$ cat src/rtl/qa1_button_counter.sv
// qa1 quiz board input front end: button sync/debounce, press strobes,
// and a modulo up/down/load/clear counter driving the LED banks.
module qa1_button_counter #(
  parameter int DEBOUNCE_CYCLES = 240000,
  parameter int CNT_MAX         = 7
) (
  input  logic       clock,
  input  logic       reset_n,
  input  logic [3:0] push_button,
  input  logic [7:0] toggle_switch,
  output logic [3:0] press_pulse,
  output logic       press_valid,
  output logic [1:0] press_index,
  output logic [3:0] count,
  output logic [3:0] green_led,
  output logic [6:0] red_led
);

  localparam int            CW      = $clog2(DEBOUNCE_CYCLES);
  localparam logic [CW-1:0] DB_LAST = CW'(DEBOUNCE_CYCLES - 1);
  localparam logic [3:0]    MAXV    = 4'(CNT_MAX);

  logic [3:0]    s1;
  logic [3:0]    s2;
  logic [3:0]    stable;
  logic [3:0]    stable_q;
  logic [CW-1:0] db_cnt [4];
  logic [3:0]    rise;
  logic [1:0]    rise_idx;
  logic [3:0]    load_val;
  logic [3:0]    count_nxt;
  logic [6:0]    red_nxt;
  logic          unused_sw;

  assign unused_sw = ^toggle_switch[7:4];

  always_ff @(posedge clock or negedge reset_n) begin
    if (!reset_n) begin
      s1       <= '0;
      s2       <= '0;
      stable   <= '0;
      stable_q <= '0;
      for (int i = 0; i < 4; i++) begin
        db_cnt[i] <= '0;
      end
    end else begin
      s1       <= push_button;
      s2       <= s1;
      stable_q <= stable;
      // any return to the accepted level restarts the window
      for (int i = 0; i < 4; i++) begin
        if (s2[i] == stable[i]) begin
          db_cnt[i] <= '0;
        end else if (db_cnt[i] == DB_LAST) begin
          stable[i] <= s2[i];
          db_cnt[i] <= '0;
        end else begin
          db_cnt[i] <= db_cnt[i] + CW'(1);
        end
      end
    end
  end

  always_comb begin
    rise     = stable & ~stable_q;
    rise_idx = 2'd0;
    priority case (1'b1)
      rise[0]: rise_idx = 2'd0;
      rise[1]: rise_idx = 2'd1;
      rise[2]: rise_idx = 2'd2;
      rise[3]: rise_idx = 2'd3;
      default: rise_idx = 2'd0;
    endcase
  end

  always_comb begin
    load_val  = (toggle_switch[3:0] > MAXV) ? MAXV : toggle_switch[3:0];
    count_nxt = count;
    // clear beats load beats down beats up
    priority case (1'b1)
      press_pulse[3]: count_nxt = '0;
      press_pulse[2]: count_nxt = load_val;
      press_pulse[1]: count_nxt = (count == 4'd0) ? MAXV : count - 4'd1;
      press_pulse[0]: count_nxt = (count == MAXV) ? 4'd0 : count + 4'd1;
      default:        count_nxt = count;
    endcase
    red_nxt = '0;
    for (int i = 0; i < 7; i++) begin
      red_nxt[i] = (count_nxt > 4'(i));
    end
  end

  always_ff @(posedge clock or negedge reset_n) begin
    if (!reset_n) begin
      press_pulse <= '0;
      press_valid <= 1'b0;
      press_index <= '0;
      count       <= '0;
      green_led   <= MAXV;
      red_led     <= '0;
    end else begin
      press_pulse <= rise;
      press_valid <= |rise;
      press_index <= rise_idx;
      count       <= count_nxt;
      green_led   <= MAXV - count_nxt;
      red_led     <= red_nxt;
    end
  end

endmodule

$ cat config.mk
export PLATFORM = sky130hd
export DESIGN_NAME = qa1_button_counter
export DESIGN_NICKNAME = d
export VERILOG_FILES = /design/src/rtl/qa1_button_counter.sv
export SDC_FILE = /design/constraint.sdc
export NUM_CORES = 1
export LEC_CHECK = 0
export CAP_MARGIN = 5
export CORE_MARGIN = 1
export CORE_UTILIZATION = 63
export CTS_CLUSTER_SIZE = 25
export DETAILED_ROUTE_END_ITERATION = 12
export PLACE_DENSITY = 0.85
export RECOVER_POWER = 25
export SLEW_MARGIN = 5
export SYNTH_ARGS = -nofsm -noshare
export SYNTH_HDL_FRONTEND = slang
export SYNTH_SLANG_ARGS = --single-unit
$ cat constraint.sdc
create_clock -name clock -period 5.4 [get_ports clock]
set_input_delay 0.81 -clock clock [delete_from_list [all_inputs] [get_ports clock]]
set_output_delay 0.81 -clock clock [all_outputs]
set_load 0.005 [all_outputs]
==> flow_metrics.tcl <==
set metrics [dict create \
    clkTransAtPathRegs_ns 0.10 \
    finalPower_w 0.00143 \
    grt_pass1_wl_microns 13800 \
    syn_area_sq_um 4820 \
    post-route-period-util 0.428 \
    ir_worst_vdd_mv 0.158 \
    placed_area_sq_um 5180 \
    drt_first_iter_violations 160 \
    crit_family "buffers and inverters" \
    dr.pass1.iters 4 \
    avgSynthCellArea_sq_um 10.6 \
    rsz0062_at_grt "false" \
    syn_nets 476 \
    hpwl_microns 5610 \
    die_area_sq_um 8010 \
    postLayoutCoreUtil 0.738 \
    cp-end-kind "output pin" \
    tightest_slew_ns 0.728 \
    ant_nets 0 \
    num_io_pins 36 \
    yosysSeqAreaShare 0.566 \
    die_h_microns 89.5 \
    status "complete, no violations" \
    start_util 0.658 \
    cts_buffers 9 \
    worst_hold_path_type "reg -> reg" \
    synth-simple-area-share 0.229 \
    synth-adder-area-share 0.0156 \
    antenna_found_initial 0 \
    clock_latency_ns 0.38 \
    grt_use_total 0.233 \
    drive_gt1_frac 0.0589 \
    cts_num_sinks 109 \
    nNetsFinal 507 \
    synth_most_common_cell "dfrtp_1" \
    final_area_sq_um 5410 \
    overflow 0 \
    async_flop_share 1.00 \
    power.density_nw_per_um2 265 \
    holdBufCountCts 0 \
    slew_headroom 0.514 \
    core_area_sq_um 7330 \
    finalHoldViolCount 0 \
    grt_pass1_vias 3036 \
    gp_congestion 0.854 \
    finalSetupViolCount 0 \
    path_buf_inv 1 \
    h-tree-depth 3 \
    grt_max_degree 62 \
    port-buffer-count 31 \
    synthFlopType "dfrtp_1" \
    synth-compound-area-share 0.0236 \
    wl_per_cell_microns 14.0 \
    crit_fanout 9 \
    synth_xor_area_frac 0.122 \
    post_drt_via_cell_ratio 5.56 \
    synth_cell_types 40 \
    fin_skew_ns 0.00962 \
    drv_slew 0 \
    max-clock-path-buffers 2 \
    vias 3287 \
    muxShareOfSynthArea 0.0158 \
    holdWs_ns 0.351 \
    crit_type "reg -> out" \
    worstSetupStartpointType "flop" \
    synth_top_cell_area_share 0.550 \
    required_ns 4.59 \
    synth_top_family_by_area "simple AND/OR/NAND/NOR gates" \
    area_delta_synth_final_pct 12.2 \
    min_period_ns 2.31 \
    clock-root-buffer "clkbuf_8" \
    synth_common_cells "dfrtp_1, nor2_1, xor2_1, nand2_1, xnor2_1" \
    cts_resized 0 \
    drc 0 \
    cap_violations 0 \
    drt-total-wl_microns 8300 \
    max_clock_freq_mhz 433 \
    cts_setup_buffers 0 \
    syn-instance-count 456 \
    synth_warnings 0 \
    crit_arrival_ns 1.50 \
    ys_ff_latch 109 \
    power_leakage_nw 2.40 \
    critical_path.max_stage_delay_ns 0.57 \
    synth_area_leaders "dfrtp_1, nor2_1, xor2_1, xnor2_1, nand2_1" \
    cp_cell_sequence "clkdlybuf4s50_1" \
    n_antenna_cell 0 \
    cp_slowest_cell "clkdlybuf4s50_1" \
    cts_tree "yes" \
    yosys.area.top_type "dfrtp_1" \
    synth_edf_count 0 \
    setup_tns_ns 0 \
    rows 31 \
    die_w_microns 89.5 \
]
-- final timing paths --
check                                    start              to  slack (ns)  depth (start not counted)
worst max-delay path            press_pulse[2]  press_pulse[2]        3.09                          1
worst min-delay path                     s1[0]           s2[0]        0.35                          0
worst max register to register        count[0]      red_led[6]        3.26                          7
worst min register to register           s1[0]           s2[0]        0.35                          0
max in group asynchronous              reset_n      db_cnt[34]        3.85                          2
min in group asynchronous              reset_n      db_cnt[70]        0.47                          1
-- flip-flops by register name, summed over array words and instances, names as in the netlist --
name / flops
db_cnt: 72
red_led: 7
count: 4
press_pulse: 4
s1: 4
s2: 4
stable: 4
stable_q: 4
green_led: 3
press_index: 2
press_valid: 1
-- cell type report --
| cell class | instances | area, sq um |
|---|---|---|
| sequential | 109 | 2730 |
| tap | 99 | 124 |
| multi-input combinational | 320 | 1960 |
| inverter | 15 | 56.3 |
| clock inverter | 7 | 103 |
| fill | 493 | 1920 |
| clock buffer | 9 | 124 |
| timing repair buffer | 32 | 315 |
-- cells in the final DEF, fill, tap and decap left out, types with 2 or more instances in the layout --
cell             synthesis  final
dfrtp_1                106    106
nor2_1                  91     91
xor2_1                  37     37
nand2_1                 31     31
xnor2_1                 30     30
clkdlybuf4s50_1          0     26
nand3_1                 21     21
nand4_1                 17     17
inv_1                   15     15
and3_1                  11     11
nor3_1                  10     10
nand2b_1                 9      9
clkbuf_8                 0      9
nor4_1                   7      7
and4_1                   7      7
o21ai_0                  6      6
ha_1                     6      6
mux2_2                   5      5
nor2b_1                  4      4
dlygate4sd3_1            0      4
a21oi_1                  3      3
nand3b_1                 3      3
inv_6                    0      3
dfstp_2                  3      3
mux2i_1                  2      2
a211oi_1                 2      2
nor3b_1                  2      2
nor4b_1                  2      2
nor4bb_1                 2      2
bufinv_16                0      2
buf_4                    5      2
-- metrics by stage --
stage | worst slack (ns) | cells
final | 3.09 | 591
after global routing | 3.06 | 591
after CTS | 3.10 | 591
after detailed placement | 3.10 | 575
after global placement | 3.16 | 575
after floorplan | 3.67 | 456
-- per-layer routing --
layer	track usage	share of wire
met5	0	0
met4	0.0909	0.017
met3	0.0536	0.043
met2	0.392	0.50
met1	0.293	0.44
-- power breakdown --
part / internal, W / switching, W / total, W
registers: 0.000826 / 0.0000103 / 0.000836
logic: 0.0000143 / 0.0000309 / 0.0000452
clock network: 0.000269 / 0.000283 / 0.000552
-- cell families (layout without fill, tap and decap cells) --
| family | count (synthesis) | in the layout |
|---|---|---|
| AO/OA/AOI/OAI | 17 | 17 |
| XOR/XNOR | 67 | 67 |
| adder cells (fa/ha/maj) | 6 | 6 |
| buffers and inverters | 27 | 63 |
| flip-flops | 109 | 109 |
| multiplexers | 7 | 7 |
| AND/OR/NAND/NOR | 223 | 223 |
(Power assumes the default switching activity.)
